==> src/rtl/seq_1101_pkg.sv <==
// Shared definitions for the 1101 sync-pattern frame transmitter.
package seq_1101_pkg;

    // State encoding values.
    localparam logic [1:0] IDLE = 2'd0;
    localparam logic [1:0] SYNC = 2'd1;
    localparam logic [1:0] DATA = 2'd2;
    localparam logic [1:0] GAP  = 2'd3;

    typedef enum logic [1:0] {
        StIdle = IDLE,
        StSync = SYNC,
        StData = DATA,
        StGap  = GAP
    } state_e;

    // Sync pattern, sent MSB first.
    localparam logic [3:0]  SYNC_PATTERN = 4'b1101;
    localparam int unsigned SYNC_LEN     = 4;

    // Helper for sizing counters.
    function automatic int unsigned max(input int unsigned a, input int unsigned b);
        return (a > b) ? a : b;
    endfunction

endpackage

==> src/rtl/bit_tick_gen.sv <==
// Bit-period tick counter: counts 0..CLKS_PER_BIT-1 and strobes bit_end_o on the terminal count.
module bit_tick_gen #(
    parameter int unsigned CLKS_PER_BIT = 1
) (
    input  logic CLK,
    input  logic RST,
    input  logic clr_i,
    output logic bit_end_o
);

    localparam int unsigned CntW = (CLKS_PER_BIT > 1) ? $clog2(CLKS_PER_BIT) : 1;

    logic [CntW-1:0] tick_q, tick_d;

    assign bit_end_o = (tick_q == CntW'(CLKS_PER_BIT - 1));

    // Wrap on terminal count, restart on clear.
    always_comb begin
        tick_d = tick_q + 1'b1;
        if (clr_i || bit_end_o) begin
            tick_d = '0;
        end
    end

    // Tick counter register.
    always_ff @(posedge CLK or negedge RST) begin
        if (!RST) begin
            tick_q <= '0;
        end else begin
            tick_q <= tick_d;
        end
    end

endmodule

==> src/rtl/seq_1101_tx.sv <==
// Serial frame transmitter: sends 1101, then the payload MSB first, then idle gap zeros.
module seq_1101_tx
    import seq_1101_pkg::*;
#(
    parameter int unsigned PAYLOAD_W    = 8,
    parameter int unsigned CLKS_PER_BIT = 1,
    parameter int unsigned GAP_BITS     = 2
) (
    input  logic                 CLK,
    input  logic                 RST,
    input  logic [PAYLOAD_W-1:0] DIN,
    input  logic                 DIN_VALID,
    output logic                 DIN_READY,
    output logic                 TX,
    output logic                 TX_EN,
    output logic                 BUSY,
    output logic                 DONE
);

    localparam int unsigned IdxMax = max(max(SYNC_LEN, PAYLOAD_W), GAP_BITS);
    localparam int unsigned IdxW   = (IdxMax > 1) ? $clog2(IdxMax) : 1;

    state_e                 state_q, state_d;
    logic [IdxW-1:0]        idx_q, idx_d;
    logic [PAYLOAD_W-1:0]   shreg_q, shreg_d;
    logic                   tx_q, tx_d;
    logic                   tx_en_q, tx_en_d;
    logic                   busy_q, busy_d;
    logic                   done_q, done_d;
    logic                   bit_end;
    logic                   tick_clr;
    logic [1:0]             sync_pos;

    assign DIN_READY = (state_q == StIdle);
    assign TX        = tx_q;
    assign TX_EN     = tx_en_q;
    assign BUSY      = busy_q;
    assign DONE      = done_q;

    // Hold the tick counter at zero while idle and restart it on every state change.
    assign tick_clr = (state_q == StIdle) || (state_d != state_q);

    bit_tick_gen #(
        .CLKS_PER_BIT(CLKS_PER_BIT)
    ) u_bit_tick_gen (
        .CLK      (CLK),
        .RST      (RST),
        .clr_i    (tick_clr),
        .bit_end_o(bit_end)
    );

    // Next-state, bit index, shift register and next line values.
    always_comb begin
        state_d  = state_q;
        idx_d    = idx_q;
        shreg_d  = shreg_q;
        done_d   = 1'b0;
        tx_d     = 1'b0;
        tx_en_d  = 1'b0;
        busy_d   = 1'b0;
        sync_pos = 2'd0;

        unique case (state_q)
            StIdle: begin
                if (DIN_VALID) begin
                    state_d = StSync;
                    idx_d   = '0;
                    shreg_d = DIN;
                end
            end
            StSync: begin
                if (bit_end) begin
                    if (idx_q == IdxW'(SYNC_LEN - 1)) begin
                        state_d = StData;
                        idx_d   = '0;
                    end else begin
                        idx_d = idx_q + 1'b1;
                    end
                end
            end
            StData: begin
                if (bit_end) begin
                    if (idx_q == IdxW'(PAYLOAD_W - 1)) begin
                        state_d = StGap;
                        idx_d   = '0;
                    end else begin
                        idx_d   = idx_q + 1'b1;
                        shreg_d = shreg_q << 1;
                    end
                end
            end
            StGap: begin
                if (bit_end) begin
                    if (idx_q == IdxW'(GAP_BITS - 1)) begin
                        state_d = StIdle;
                        idx_d   = '0;
                        done_d  = 1'b1;
                    end else begin
                        idx_d = idx_q + 1'b1;
                    end
                end
            end
            default: begin
                state_d = StIdle;
                idx_d   = '0;
            end
        endcase

        // Outputs are registered, so they are derived from the upcoming state.
        sync_pos = 2'(SYNC_LEN - 1) - idx_d[1:0];
        unique case (state_d)
            StSync: begin
                tx_d    = SYNC_PATTERN[sync_pos];
                tx_en_d = 1'b1;
                busy_d  = 1'b1;
            end
            StData: begin
                tx_d    = shreg_d[PAYLOAD_W-1];
                tx_en_d = 1'b1;
                busy_d  = 1'b1;
            end
            StGap: begin
                busy_d = 1'b1;
            end
            default: begin
                tx_d = 1'b0;
            end
        endcase
    end

    // State and output registers; reset discards any partial frame.
    always_ff @(posedge CLK or negedge RST) begin
        if (!RST) begin
            state_q <= StIdle;
            idx_q   <= '0;
            shreg_q <= '0;
            tx_q    <= 1'b0;
            tx_en_q <= 1'b0;
            busy_q  <= 1'b0;
            done_q  <= 1'b0;
        end else begin
            state_q <= state_d;
            idx_q   <= idx_d;
            shreg_q <= shreg_d;
            tx_q    <= tx_d;
            tx_en_q <= tx_en_d;
            busy_q  <= busy_d;
            done_q  <= done_d;
        end
    end

endmodule

==> config.mk <==
export PLATFORM = sky130hd
export DESIGN_NAME = seq_1101_tx
export DESIGN_NICKNAME = d
export VERILOG_FILES = /design/src/rtl/seq_1101_pkg.sv /design/src/rtl/bit_tick_gen.sv /design/src/rtl/seq_1101_tx.sv
export SDC_FILE = /design/constraint.sdc
export NUM_CORES = 1
export LEC_CHECK = 0
export ABC_AREA = 1
export BUFFER_PORTS_ARGS = -buffer_cell sky130_fd_sc_hd__buf_2
export CAP_MARGIN = 20
export CORE_MARGIN = 2
export CORE_UTILIZATION = 55
export DETAILED_ROUTE_END_ITERATION = 6
export MAX_ROUTING_LAYER = met4
export PLACE_DENSITY = 0.88
export SETUP_SLACK_MARGIN = 0.3
export SYNTH_ARGS = -nofsm -noshare
export SYNTH_HDL_FRONTEND = slang
export SYNTH_SLANG_ARGS = --single-unit
==> constraint.sdc <==
create_clock -name CLK -period 3.1 [get_ports CLK]
set_input_delay 0.62 -clock CLK [delete_from_list [all_inputs] [get_ports CLK]]
set_output_delay 0.62 -clock CLK [all_outputs]
set_load 0.02 [all_outputs]
---- After elaboration in Yosys (flattened, before gate mapping) ----
Cells that the tools add are included.
Widths: inputs -> output; s select.
operators by class
  $add $sub $neg .......................... 3
  order comparisons ....................... 1
  equal/unequal tests ..................... 15
  muxes and demuxes ....................... 29
  bitwise logic cells ..................... 1
  reduce and logical (&&, ||, !) cells .... 8
operators by type and width
  operator             count
  $mux 8               3
  $mux 3               7
  $pmux 8 s2           1
  $mux 2               7
  $pmux 3 s4           1
  $ne 2x2->1 const B   5
  $eq 2x2->1 const B   4
  $pmux 2 s4           1
  $reduce_and 4->1     2
  $mux 1               7
  $eq 2x1->1 const B   2
  $add 3x1->3 const B  1
  $eq 3x1->1 const B   1
  $eq 3x2->1 const B   1
  $eq 3x3->1 const B   1
  $lt 2x3->1 const B   1
  $reduce_or 3->1      1
  $bmux 1 s2           1
  $logic_not 2->1      1
  $logic_or 1x1->1     2
  $ne 2x2->1           1
  $pmux 1 s2           1
  $reduce_bool 2->1    1
  $reduce_or 2->1      1
  3 further kinds      3
word-level totals
  bits in registers ....................... 18
  bits of input ports ..................... 11
  output and inout bits ................... 5
  logic and storage cells ................. 67

---- Longest topological paths before layout ----
  word-level depth ........................ 8
  depth in mapped cells ................... 11

---- Hierarchy ----
A second synthesis with hierarchy kept.
second synthesis, totals
  cells, all modules ...................... 124
  area total of the unflattened synthesis .. 1,037.2 um^2
by module, submodules not included
  module        instances  cells each  area each (um^2)  seq. area each (um^2)
  seq_1101_tx   1          121         1,004.7           425.4
  bit_tick_gen  1          3           32.5              25.0

---- Worst setup path before layout ----
No wires, ideal clock.
  path kind ............................... register -> register
  start ................................... reg idx_q[0]
  end ..................................... reg tx_q (netlist: TX)
  arrival ................................. 1.526 ns
  data required time ...................... 2.984 ns
  path slack .............................. 1.458 ns
  cell stages (with the launch flop) ...... 11
  path buffers ............................ 0
  period minus slack after synthesis ...... 1.642 ns
  path through ............................ dfrtp_1 > ha_1 > ha_1 > nor2_1 > nand2_1 > nand2_2 > inv_2 > nand2_1 > nand2_1 > nand3_1 > nand2_1
on the way
  elaborated cells between the ends (all ways) .. 28
  classes of those cells .................. 2 x add/sub; 5 x eq/ne; 21 x mux
RTL lines
  what                      line                RTL
  start: declaration        seq_1101_tx.sv:24   logic [IdxW-1:0] idx_q, idx_d;
  start signal: assignment  seq_1101_tx.sv:143  idx_q <= idx_d;
  $eq 3x3->1                seq_1101_tx.sv:83   if (idx_q == IdxW'(PAYLOAD_W - 1)) begin
  $mux 8                    seq_1101_tx.sv:83
  $mux 8                    seq_1101_tx.sv:82   if (bit_end) begin
  $pmux 8 s2                seq_1101_tx.sv:63   unique case (state_q)
  named net shreg_d[7]      seq_1101_tx.sv:25   logic [PAYLOAD_W-1:0] shreg_q, shreg_d;
  $pmux 1 s2                seq_1101_tx.sv:111  unique case (state_d)
  named net tx_d            seq_1101_tx.sv:26   logic tx_q, tx_d;
  end signal: assignment    seq_1101_tx.sv:145  tx_q <= tx_d;
  end: declaration          seq_1101_tx.sv:26
The timed path passes the listed nets, and every way through them passes these cells. The select of a mux whose other input is x is not followed.
A chain may end at the register's enable or synchronous reset.

---- Worst setup path in the final report ----
  start ................................... reg state_q[0]
  end ..................................... out DIN_READY
on the way
  word-level cells in the longest chain between the ends .. 1
RTL lines
  what                      line                RTL
  start: declaration        seq_1101_tx.sv:23   state_e state_q, state_d;
  start signal: assignment  seq_1101_tx.sv:134  state_q <= StIdle;
  start signal: assignment  seq_1101_tx.sv:142  state_q <= state_d;
  $logic_not 2->1           seq_1101_tx.sv:34   assign DIN_READY = (state_q == StIdle);
  end: declaration          seq_1101_tx.sv:13   output logic DIN_READY,
Every way passes these cells.

==> qor.yml <==
rsz0062_at_grt: "no"
vias_per_cell: 5.193
reg2reg_depth: 10
portBuffers: 15
slowest_stage: "dfrtp_1"
hold_ws_ns: 0.2229
area_growth_syn_to_layout_pct: 12.70
synth_area_per_cell_um2: 8.241
cp.arrival_ns: 1.48
synth_top_area_share_pct: 47.12
synth-warning-count: 0
crit_chain: "nor2_2 -> buf_2"
total_power_mw: 1.057
max_freq_mhz: 477.0
criticalPathCategory: "reg -> out"
die_w_um: 45.69
cts_sinks: 18
end_kind: "output pin"
path_max_fanout: 13
root_buffer: "clkbuf_4"
vias: 779
hold_violations: 0
grt-ovfl-total: 0
io_pins: 16
syn_inst: 116
drive_gt1_share_pct: 20.30
status: "finished, final reports clean"
syn-num-nets: 133
ir_drop_mv: 0.6655
crit_family: "flip-flops"
drc: 0
dr.pass1.iters: 4
leakage_nw: 0.5798
routed_wl_um: 1883
synth_top_cell_by_area: "dfrtp_1"
grt_util_all_layers_pct: 21.33
grt_max_degree: 19
cp_data_required_time_ns: 2.48
synth_area_um2: 955.9
cts_tree: "yes"
slowest_delay_ns: 0.49
die_y_um: 45.69
fin_util_pct: 64.49
postCtsResizedCells: 0
die_area_mm2: 0.002088
start_util_pct: 57.23
cp-start-kind: "register"
setup_viol: 0
ff2ff_setup_slack_ns: 1.25
min_period_ns: 2.096
gp_congestion: 0.9188
clk_pin_slew_ns: 0.11
n_fill_cell: 142
postRouteAntennaNets: 0
rows: 15
grt_pass1_vias: 708
register_area_um2: 450.4
multi_input_area_um2: 419.2
hpwl_um: 1398
nNetsFinal: 151
finalMaxSlewViolations: 0
clock-skew-final_ns: 0.005126
cts_setup_buffers: 0
yosys-top-cells-area: "dfrtp_1, nand3_1, nand2_1"
yosysUniqueCellTypes: 21
h-tree-depth: 1
cts_buffer_depth: 2
cellPowerDensity_mw_per_mm2: 981.0
cap_violations: 0
timing.rr.end: "TX"
drtIter0Drc: 35
antenna_found_initial: 0
fin_crit_sh_pct: 67.63
timing.setup.tns_ns: 0
hold_class: "in -> async"
numCtsBuffers: 3
coreArea_mm2: 0.001670
ctsHoldBuffers: 0
path_buf_inv: 1
wire_per_inst_um: 12.55
num_antenna_cells: 0
r2r_start: "idx_q[0]"
synth-seq-cells: 18
grt_pass1_wl_um: 3008
synth.yosys.seq_area_share_pct: 47.12
clk_latency_ns: 0.30
[cell usage after synthesis (all sizes together)]
cell    number
nand2       27
nand3       21
inv         20
dfrtp       18
ha           6
nor2         6
o21ai        5
a21oi        3
o211ai       3
buf          1
clkbuf       1
conb         1
nand4        1
o221ai       1
or2          1
xnor2        1
[cell type report]
cell class / instances / area share, %
sequential: 18 / 41.81
multi-input combinational: 76 / 38.91
timing repair buffer: 15 / 6.969
inverter: 20 / 6.969
clock buffer: 4 / 3.368
tap: 17 / 1.974
[worst max-delay path by stage]
stage | startpoint | end | slack, ns | cells past startpoint
after floorplan | idx_q[0] | TX | 1.46 | 10
after global placement | idx_q[0] | TX | 1.36 | 10
after detailed placement | idx_q[0] | TX | 1.29 | 10
after CTS | state_q[0] | DIN_READY | 1.01 | 2
after global routing | state_q[0] | DIN_READY | 0.91 | 2
final | state_q[0] | DIN_READY | 1.00 | 2
[kinds of logic (layout without fill, tap and decap cells)]
| kind of cell | after synthesis | after routing | share of synthesized area, % |
|---|---|---|---|
| fa+ha+maj | 6 | 6 | 7.853 |
| xor+xnor | 1 | 1 | 0.9164 |
| flops | 18 | 18 | 47.12 |
| buf+inv | 22 | 39 | 9.031 |
| other cells | 1 | 1 | 0.3923 |
| compound gates | 12 | 12 | 7.853 |
| simple gates | 56 | 56 | 26.83 |
[routing by layer]
layer | vias to the layer above | routed length (µm) | GRT usage (%)
met3 | 4 | 92 | 3.175
met1 | 347 | 860 | 27.09
met4 | 0 | 21 | 10.86
met2 | 27 | 908 | 32.96
li1 | 401 | - | -
met5 | - | 0 | -
[power by group]
group / switching, mW / internal, mW
logic: 0.320 / 0.177
clock network: 0.0753 / 0.0716
registers: 0.0767 / 0.336
[sequential cells by signal, summed over array words and instances (netlist names)]
name,count
BUSY,1
DONE,1
TX,1
TX_EN,1
idx_q,3
shreg_q,8
state_q,2
u_bit_tick_gen.tick_q,1
[cells in the final DEF (no fill, tap or decap)]
cell	n
a21oi_1	2
a21oi_2	1
buf_2	15
clkbuf_4	3
clkbuf_8	1
conb_1	1
dfrtp_1	18
ha_1	6
inv_1	17
inv_2	3
nand2_1	25
nand2_2	2
nand3_1	21
nand4_1	1
nor2_1	4
nor2_2	1
nor2_4	1
o211ai_1	3
o21ai_0	5
o221ai_1	1
or2_1	1
xnor2_1	1
[through the flow]
step                setup slack (ns)  cells  area [µm²]
finish                         1.004    150        1077
global route                  0.9095    150        1077
floorplan                      1.458    116       955.9
CTS                            1.009    150        1077
global placement               1.356    146        1041
detailed placement             1.288    146        1041
(Power assumes the default switching activity.)
